## src/rtl/mod_pkg.sv

```systemverilog
// Shared definitions for the modular-arithmetic datapath: default widths,
// the multiplier FSM encoding and the moduli of the supported schemes.
package mod_pkg;

    // Default widths: a full 23x23 product needs 46 bits; 48 leaves headroom
    // for the downstream reducer's input format.
    localparam int DEF_DATA_WIDTH = 48;
    localparam int DEF_Q_WIDTH    = 23;

    // Moduli of the lattice schemes this datapath serves.
    localparam int Q_KYBER     = 3329;
    localparam int Q_DILITHIUM = 8380417;
    localparam int Q_NTRU      = 4591;

    // Multiplier control states.
    typedef enum logic [1:0] {
        ST_IDLE = 2'd0,
        ST_RUN  = 2'd1,
        ST_DONE = 2'd2
    } mul_state_t;

endpackage : mod_pkg

```

## src/rtl/mod_operand_multiplier.sv

```systemverilog
// Sequential shift-add multiplier feeding the modular reducer. Forms the full
// 2*Q_WIDTH-bit product of two residues over Q_WIDTH cycles, captures the
// modulus alongside the operands and flags operands that are not reduced.
module mod_operand_multiplier
    import mod_pkg::*;
#(
    parameter int DATA_WIDTH = DEF_DATA_WIDTH,
    parameter int Q_WIDTH    = DEF_Q_WIDTH
) (
    input  logic                  clk,
    input  logic                  rst,
    input  logic                  start,
    output logic                  busy,
    input  logic [Q_WIDTH-1:0]    a,
    input  logic [Q_WIDTH-1:0]    b,
    input  logic [Q_WIDTH-1:0]    Q,
    output logic                  done,
    output logic [DATA_WIDTH-1:0] data_out,
    output logic [Q_WIDTH-1:0]    q_out,
    output logic                  range_err
);

    localparam int PROD_WIDTH = 2 * Q_WIDTH;
    // One extra bit so the counter can represent Q_WIDTH-1 even for tiny widths.
    localparam int CNT_WIDTH  = $clog2(Q_WIDTH + 1);
    localparam logic [CNT_WIDTH-1:0] CNT_LAST = CNT_WIDTH'(Q_WIDTH - 1);

    // The product must fit the output word without truncation.
    generate
        if (DATA_WIDTH < 2 * Q_WIDTH) begin : g_width_check
            $error("mod_operand_multiplier: DATA_WIDTH must be >= 2*Q_WIDTH");
        end
    endgenerate

    mul_state_t state_reg;
    mul_state_t state_next;

    logic [PROD_WIDTH-1:0] acc_reg;
    logic [PROD_WIDTH-1:0] a_sh_reg;
    logic [Q_WIDTH-1:0]    b_sh_reg;
    logic [CNT_WIDTH-1:0]  cnt_reg;
    logic [Q_WIDTH-1:0]    q_cap_reg;
    logic                  err_cap_reg;

    logic [DATA_WIDTH-1:0] data_out_reg;
    logic [Q_WIDTH-1:0]    q_out_reg;
    logic                  range_err_reg;
    logic                  done_reg;

    logic                  accept;
    logic                  last_step;
    logic [PROD_WIDTH-1:0] acc_sum;

    // A new request is taken only when no product is in flight.
    assign accept    = start && ((state_reg == ST_IDLE) || (state_reg == ST_DONE));
    assign last_step = (state_reg == ST_RUN) && (cnt_reg == CNT_LAST);

    // Partial-product accumulation for the current multiplier bit.
    assign acc_sum = acc_reg + (b_sh_reg[0] ? a_sh_reg : '0);

    // State register.
    always_ff @(posedge clk) begin
        if (rst) begin
            state_reg <= ST_IDLE;
        end else begin
            state_reg <= state_next;
        end
    end

    // Next-state logic: IDLE -> RUN on start, RUN -> DONE after the last bit,
    // DONE either restarts (back-to-back) or falls back to IDLE.
    always_comb begin
        state_next = state_reg;
        unique case (state_reg)
            ST_IDLE: if (start)     state_next = ST_RUN;
            ST_RUN:  if (last_step) state_next = ST_DONE;
            ST_DONE: state_next = start ? ST_RUN : ST_IDLE;
            default: state_next = ST_IDLE;
        endcase
    end

    // Datapath: operand capture, shift-add iteration and result publication.
    always_ff @(posedge clk) begin
        if (rst) begin
            acc_reg       <= '0;
            a_sh_reg      <= '0;
            b_sh_reg      <= '0;
            cnt_reg       <= '0;
            q_cap_reg     <= '0;
            err_cap_reg   <= 1'b0;
            data_out_reg  <= '0;
            q_out_reg     <= '0;
            range_err_reg <= 1'b0;
            done_reg      <= 1'b0;
        end else begin
            done_reg <= 1'b0;
            if (accept) begin
                acc_reg     <= '0;
                a_sh_reg    <= PROD_WIDTH'(a);
                b_sh_reg    <= b;
                cnt_reg     <= '0;
                q_cap_reg   <= Q;
                // Range status is decided on the raw captured operands;
                // Q = 0 makes every operand out of range.
                err_cap_reg <= (a >= Q) || (b >= Q);
            end else if (state_reg == ST_RUN) begin
                acc_reg  <= acc_sum;
                a_sh_reg <= a_sh_reg << 1;
                b_sh_reg <= b_sh_reg >> 1;
                cnt_reg  <= cnt_reg + 1'b1;
                // Outputs only move here, so they stay valid until the next done.
                if (last_step) begin
                    data_out_reg  <= DATA_WIDTH'(acc_sum);
                    q_out_reg     <= q_cap_reg;
                    range_err_reg <= err_cap_reg;
                    done_reg      <= 1'b1;
                end
            end
        end
    end

    assign busy      = (state_reg == ST_RUN);
    assign done      = done_reg;
    assign data_out  = data_out_reg;
    assign q_out     = q_out_reg;
    assign range_err = range_err_reg;

endmodule : mod_operand_multiplier

```

## config.mk

```make
export PLATFORM = sky130hd
export DESIGN_NAME = mod_operand_multiplier
export DESIGN_NICKNAME = d
export VERILOG_FILES = /design/src/rtl/mod_pkg.sv /design/src/rtl/mod_operand_multiplier.sv
export SDC_FILE = /design/constraint.sdc
export NUM_CORES = 1
export LEC_CHECK = 0
export CAP_MARGIN = 20
export CORE_UTILIZATION = 30
export CTS_CLUSTER_DIAMETER = 80
export CTS_CLUSTER_SIZE = 40
export DETAILED_ROUTE_END_ITERATION = 8
export PLACE_DENSITY = 0.46
export SETUP_SLACK_MARGIN = 0.05
export SLEW_MARGIN = 20
export SYNTH_ARGS = -nofsm -noshare
export SYNTH_HDL_FRONTEND = slang
export SYNTH_SLANG_ARGS = --single-unit
```

## constraint.sdc

```tcl
create_clock -name clk -period 9.5 [get_ports clk]
set_input_delay 1.9 -clock clk [delete_from_list [all_inputs] [get_ports clk]]
set_output_delay 1.9 -clock clk [all_outputs]
set_load 0.01 [all_outputs]
```

### After elaboration in Yosys (flattened, before gate mapping)

Index checks and enable logic that the tools add are counted.

| word-level totals | value |
|---|---|
| bits in latches | 0 |
| bits in registers | 217 |
| memory bits (writable) | 0 |
| memories kept | 0 |
| ROM bits | 0 |
| output and inout bits | 74 |

| operators by class | value |
|---|---|
| reductions and logical operators | 10 |
| $mul | 0 |
| shift operators | 0 |
| div/mod/pow operators | 0 |
| bitwise logic cells | 2 |
| add/sub/neg operators | 2 |
| mux-type cells | 10 |
| eq/ne operators | 5 |
| $lt $le $gt $ge | 2 |

Operators with widths:

| operator | count |
|---|---|
| two-way mux 23 bit | 4 |
| adder 46 bit | 1 |
| >= comparator 23 bit | 2 |
| two-way mux 46 bit | 1 |
| case mux 2 bit (3 select lines) | 1 |
| adder 5 x 1 -> 5 bit, second input constant | 1 |
| equality test 5 bit, second input constant | 1 |
| two-way mux 2 bit | 2 |
| AND reduction 3 bit | 1 |
| OR reduction 3 bit | 1 |
| equality test 2 x 1 -> 1 bit, second input constant | 1 |
| equality test 2 bit, second input constant | 1 |
| logical AND 1 bit | 2 |
| zero test 2 bit | 1 |
| logical OR 1 bit | 2 |
| two-way mux 1 bit | 2 |
| != test 2 x 1 -> 1 bit, second input constant | 1 |
| != test 2 bit, second input constant | 1 |
| NOT 1 bit | 2 |
| AND reduction 2 bit | 1 |
| nonzero test 2 bit | 1 |
| OR reduction 2 bit | 1 |

### Logic depth before layout (Yosys ltp)

| logic depth | value |
|---|---|
| word-level depth | 5 |
| gate-level depth with buffers | 15 |
| gate-level depth less buffers | 13 |

### Worst setup path before layout

OpenSTA, ideal clock, no wires.

| timing | value |
|---|---|
| kind | input to register |
| start point | in Q[1] |
| end point | reg err_cap_reg |
| arrival time | 3.282 ns |
| path slack | 6.084 ns |
| buffers on the path | 0 |
| cell stages on the path | 11 |
| path through | inv_1 ha_1 nor2b_1 o21ai_0 nand2b_1 a21oi_1 o21ai_0 a221oi_1 nor3_1 o21ai_0 a311oi_1 |

| on the way | value |
|---|---|
| longest elaborated chain between the ends | 2 |
| elaborated cells on any way between the ends | 3 |
| classes of those cells | order compare: 2; reduce/logical: 1 |

Ends and longest elaborated chain:

| element | RTL line | source |
|---|---|---|
| start, declared | mod_operand_multiplier.sv:16 | `input logic [Q_WIDTH-1:0] Q,` |
| >= comparator 23 bit | mod_operand_multiplier.sv:105 | `err_cap_reg <= (a >= Q) \|\| (b >= Q);` |
| logical OR 1 bit * | mod_operand_multiplier.sv:105 |  |
| end signal, assigned | mod_operand_multiplier.sv:105 |  |
| end, declared | mod_operand_multiplier.sv:43 | `logic err_cap_reg;` |

Mark *: on every way between the ends. The rest lies on a longest branch, timed or not.
A chain may end at the register's enable or synchronous reset.

### Final worst setup path

| timing | value |
|---|---|
| start point | in start |
| end point | reg acc_reg[21] |

| on the way | value |
|---|---|
| longest elaborated chain between the ends | 2 |

Ends and longest elaborated chain:

| element | RTL line | source |
|---|---|---|
| start, declared | mod_operand_multiplier.sv:12 | `input logic start,` |
| logical AND 1 bit | mod_operand_multiplier.sv:55 | `assign accept = start && ((state_reg == ST_IDLE) \|\| (state_reg == ST_DONE));` |
| OR reduction 2 bit (no line) | -- |  |
| end signal, assigned | mod_operand_multiplier.sv:107 | `acc_reg <= acc_sum;` |
| end, declared | mod_operand_multiplier.sv:38 | `logic [PROD_WIDTH-1:0] acc_reg;` |

Every way passes these cells.

==> results.md <==
* Cts bufs inserted at 17
* CTS HTree Levels at 1
* RSZ-0062 raised after global routing: no
* Reg-to-Reg Start: b_sh_reg[0]
* Critical Path Sink Type: flop
* I/O Buffers at 143
* Main flop type after synthesis: dfxtp_1
* Post-CTS Setup Inserts at 0
* End of the worst register-to-register path: acc_reg[44]
* EDFF count, synth at 0
* DRC viols at 0
* Leakage at around 5.5 nW
* Global placement routability congestion at about 0.9
* Top Family by Delay on Critical Path: buffers and inverters
* Crit-path slowest cell: nand2b_2
* Core region area at about 39000 sq um
* Mean Syn Cell Area at about 7.7 sq um
* Flop2flop setup slack at about 5.7 ns
* 1st-iter DRT viols at about 600
* CTS root buf: clkbuf_16
* Startpoint types: input pin
* Crit-path cells: clkdlybuf4s50_1 > nand2b_2 > buf_4 > nand2b_2 > buf_4 > or4_1 > nand3_1
* Clk_skew at 0.0365 ns
* P per Cell Area at between 100 and 150 nW/um^2
* Max Fclk at around 0.24 GHz
* Number of global-route vias before repair at 10.6k
* Final WL at 37.8 mm
* Hold Vio Cnt, Final at 0
* Int Power at between 1 and 1.5 mW
* Initial Util at 30.6%
* Run status: finished, final reports clean
* Worst skew pair latency at between 0.5 and 0.6 ns
* Net Sw Frac at a little under 30%
* Comb pwr share at a little under an eighth
* Initial antenna violation count at 0
* Sequential-to-total area share from yosys stat at ~36%
* CP arrival at ~4.7 ns
* Clk network pwr share at roughly 40%
* Detail Route Antenna Nets at 0
* Crit-path max FO at between 60 and 70
* Synth warnings at 0
* Final nets at between 1.5k and 2k
* Max Root-Sink Buffers at 3
* Final Util at roughly 37%
* HP Class: flop to flop
* Via density at 5.08
* Worst Hold Depth at 2
* P_sw at 0.569 mW
* Hold Slack at between 0.4 and 0.5 ns
* Highest metal used: met4
* # diodes at 0
* Slew headroom at roughly a third
* First-pass GRT wire length at around 60 mm
* Met3 wire length at approximately 1.5 mm
* Cell area after synthesis at about 12000 sq um
* Origin of the worst min-delay path: q_cap_reg[7]
* Die Ht at roughly 200 um
* Crit share post-route at between 40% and 50%
* PostCTS Resize Cnt at 0
* Total Die Area at between 40000 and 50000 sq um
* Dpl hpwl at roughly 28 mm
* Pre-antenna DRT Iters at 5
* Fin crit period at 4.23 ns
* GRT Total Usage at 18.4%
* Final worst setup slack at ~5.3 ns
* Hold buffers post-CTS at 0
* Setup CP Type: input pin to flop
* Reg power frac at between 40% and 50%
* Pre-CTS setup slack at 4.73 ns
* Worst Path Buf+Inv at 3
* Largest net degree at the start of global routing at 94
* Wire length on met2 at 17.3 mm
* Worst setup path start: start
* # rows at 72
* M1 WL at around 18 mm
* CP required at just under 10 ns
* Final setup vio count at 0
* Area Growth Syn to Fin at 19.8%
* GR Overflow Total at 0
* Worst path max stage delay at a little over 0.6 ns
* Tightest Pin Transition at 1.01 ns
* I/O pin cnt at about 150
* CTS sink cnt at around 220
* Vias at about 11k
* Die width at around 200 um
* TNS Setup at 0 ns
* Max Slew Vio Count at 0
* Ratio of cells with drive above 1 in the final layout at under 10%
* Ys async rst share at 0%
* Post-Layout Cell Count at 2146
* Drt wl/cell at approximately 18 um
* Synth Register Bits at around 220
* Worst VDD drop at 92.7 uV
* R2R cell count at 14
* Yosys cell types at 73
* CTS tree: yes
* Mapped Cells at between 1.5k and 2k
* Worst Hold End: q_out[7]
* Placed insts at 2116
* MaxCap Viol Count at 0
* Clock transition at path regs at 0.10 ns
-- cells in the mapped netlist, types with 9 or more instances --
master,instances,area [sq um]
o21ai_0,46,230
clkbuf_1,90,338
nor2b_1,10,62.6
nor2_1,107,402
and2_1,45,282
o21ai_1,9,45.0
nand3_1,29,145
nor3_1,43,215
xor2_1,19,166
buf_1,10,37.5
a21o_1,30,225
nand2_1,341,1280
a311oi_1,20,175
a211oi_1,9,67.6
xnor2_1,19,166
nand4_1,26,163
a21oi_1,188,941
nand3b_1,14,105
dfxtp_1,217,4340
o22ai_1,26,163
ha_1,93,1160
inv_1,38,143
-- routing by layer --
metal,up-vias,global-route usage [%]
li1,5525,-
met1,5094,26.1
met2,237,29.8
met3,39,2.28
met4,0,3.57
met5,-,0
-- power groups by stage --
stage          Sequential, mW  Clock (mW)  Combinational (mW)
2_1_floorplan           0.970           0               0.146
3_3_place_gp            0.976           0               0.233
3_5_place_dp            0.977           0               0.236
4_1_cts                 0.956       0.799               0.236
5_1_grt                 0.960       0.835               0.261
6_report                0.955       0.770               0.235
-- logic make-up (layout without fill, tap and decap cells) --
| logic type | after synthesis | count (layout) | share of synthesized area (%) |
|---|---|---|---|
| other cells | 1 | 2 | 0.0315 |
| mux | 6 | 6 | 0.504 |
| compound gates | 391 | 391 | 20.6 |
| flops | 217 | 217 | 36.4 |
| fa+ha+maj | 94 | 94 | 9.93 |
| simple gates | 657 | 657 | 24.9 |
| buf+inv | 145 | 223 | 4.73 |
| xor+xnor | 38 | 38 | 2.79 |
-- cell type report --
class	instances	area, sq um
clock buffer	18	439
clock inverter	12	148
fill	4168	24600
inverter	38	143
multi-input combinational	1188	7040
sequential	217	4340
tap	518	648
timing repair buffer	155	1520
-- through the flow --
stage / instance area [sq um] / power, mW
after floorplan: 11900 / 1.12
after global placement: 13700 / 1.21
after detailed placement: 13700 / 1.21
after CTS: 14300 / 1.99
after global routing: 14300 / 2.06
final: 14300 / 1.96
-- layout by cell type (no fill, tap or decap), types with 6 or more instances in the layout --
master / netlist / layout
ha_1: 93 / 93
o21ai_1: 9 / 9
clkdlybuf4s50_1: 0 / 142
a211oi_1: 9 / 9
nand4_1: 26 / 26
o22ai_1: 26 / 26
o21ai_0: 46 / 46
nand3_1: 29 / 29
nor3_1: 43 / 43
nor2b_1: 10 / 9
nor2_1: 107 / 106
and2_1: 45 / 45
dfxtp_1: 217 / 217
buf_4: 2 / 13
nand3b_1: 14 / 14
a21o_1: 30 / 30
nand2_1: 341 / 341
clkbuf_16: 0 / 17
o21a_1: 6 / 6
or4_1: 8 / 8
a311oi_1: 20 / 20
a21oi_1: 188 / 188
mux2i_1: 6 / 6
xor2_1: 19 / 19
inv_1: 38 / 37
xnor2_1: 19 / 19
a31oi_1: 8 / 8
-- tightest hold or removal path: stages, from the launching register on --
cell and delay [ns]:
dfxtp_1 0.32, nand2_1 0.05, a21oi_1 0.05
-- worst max-delay path by stage --
stage	endpoint	slack [ns]	cells past startpoint
after detailed placement	acc_reg[39]	4.73	7
after global routing	a_sh_reg[18]	5.02	6
after CTS	acc_reg[39]	5.27	7
final	acc_reg[21]	5.27	7
after floorplan	err_cap_reg	6.08	11
after global placement	acc_reg[39]	4.72	7
No activity file was read; power rests on OpenSTA's default activity.
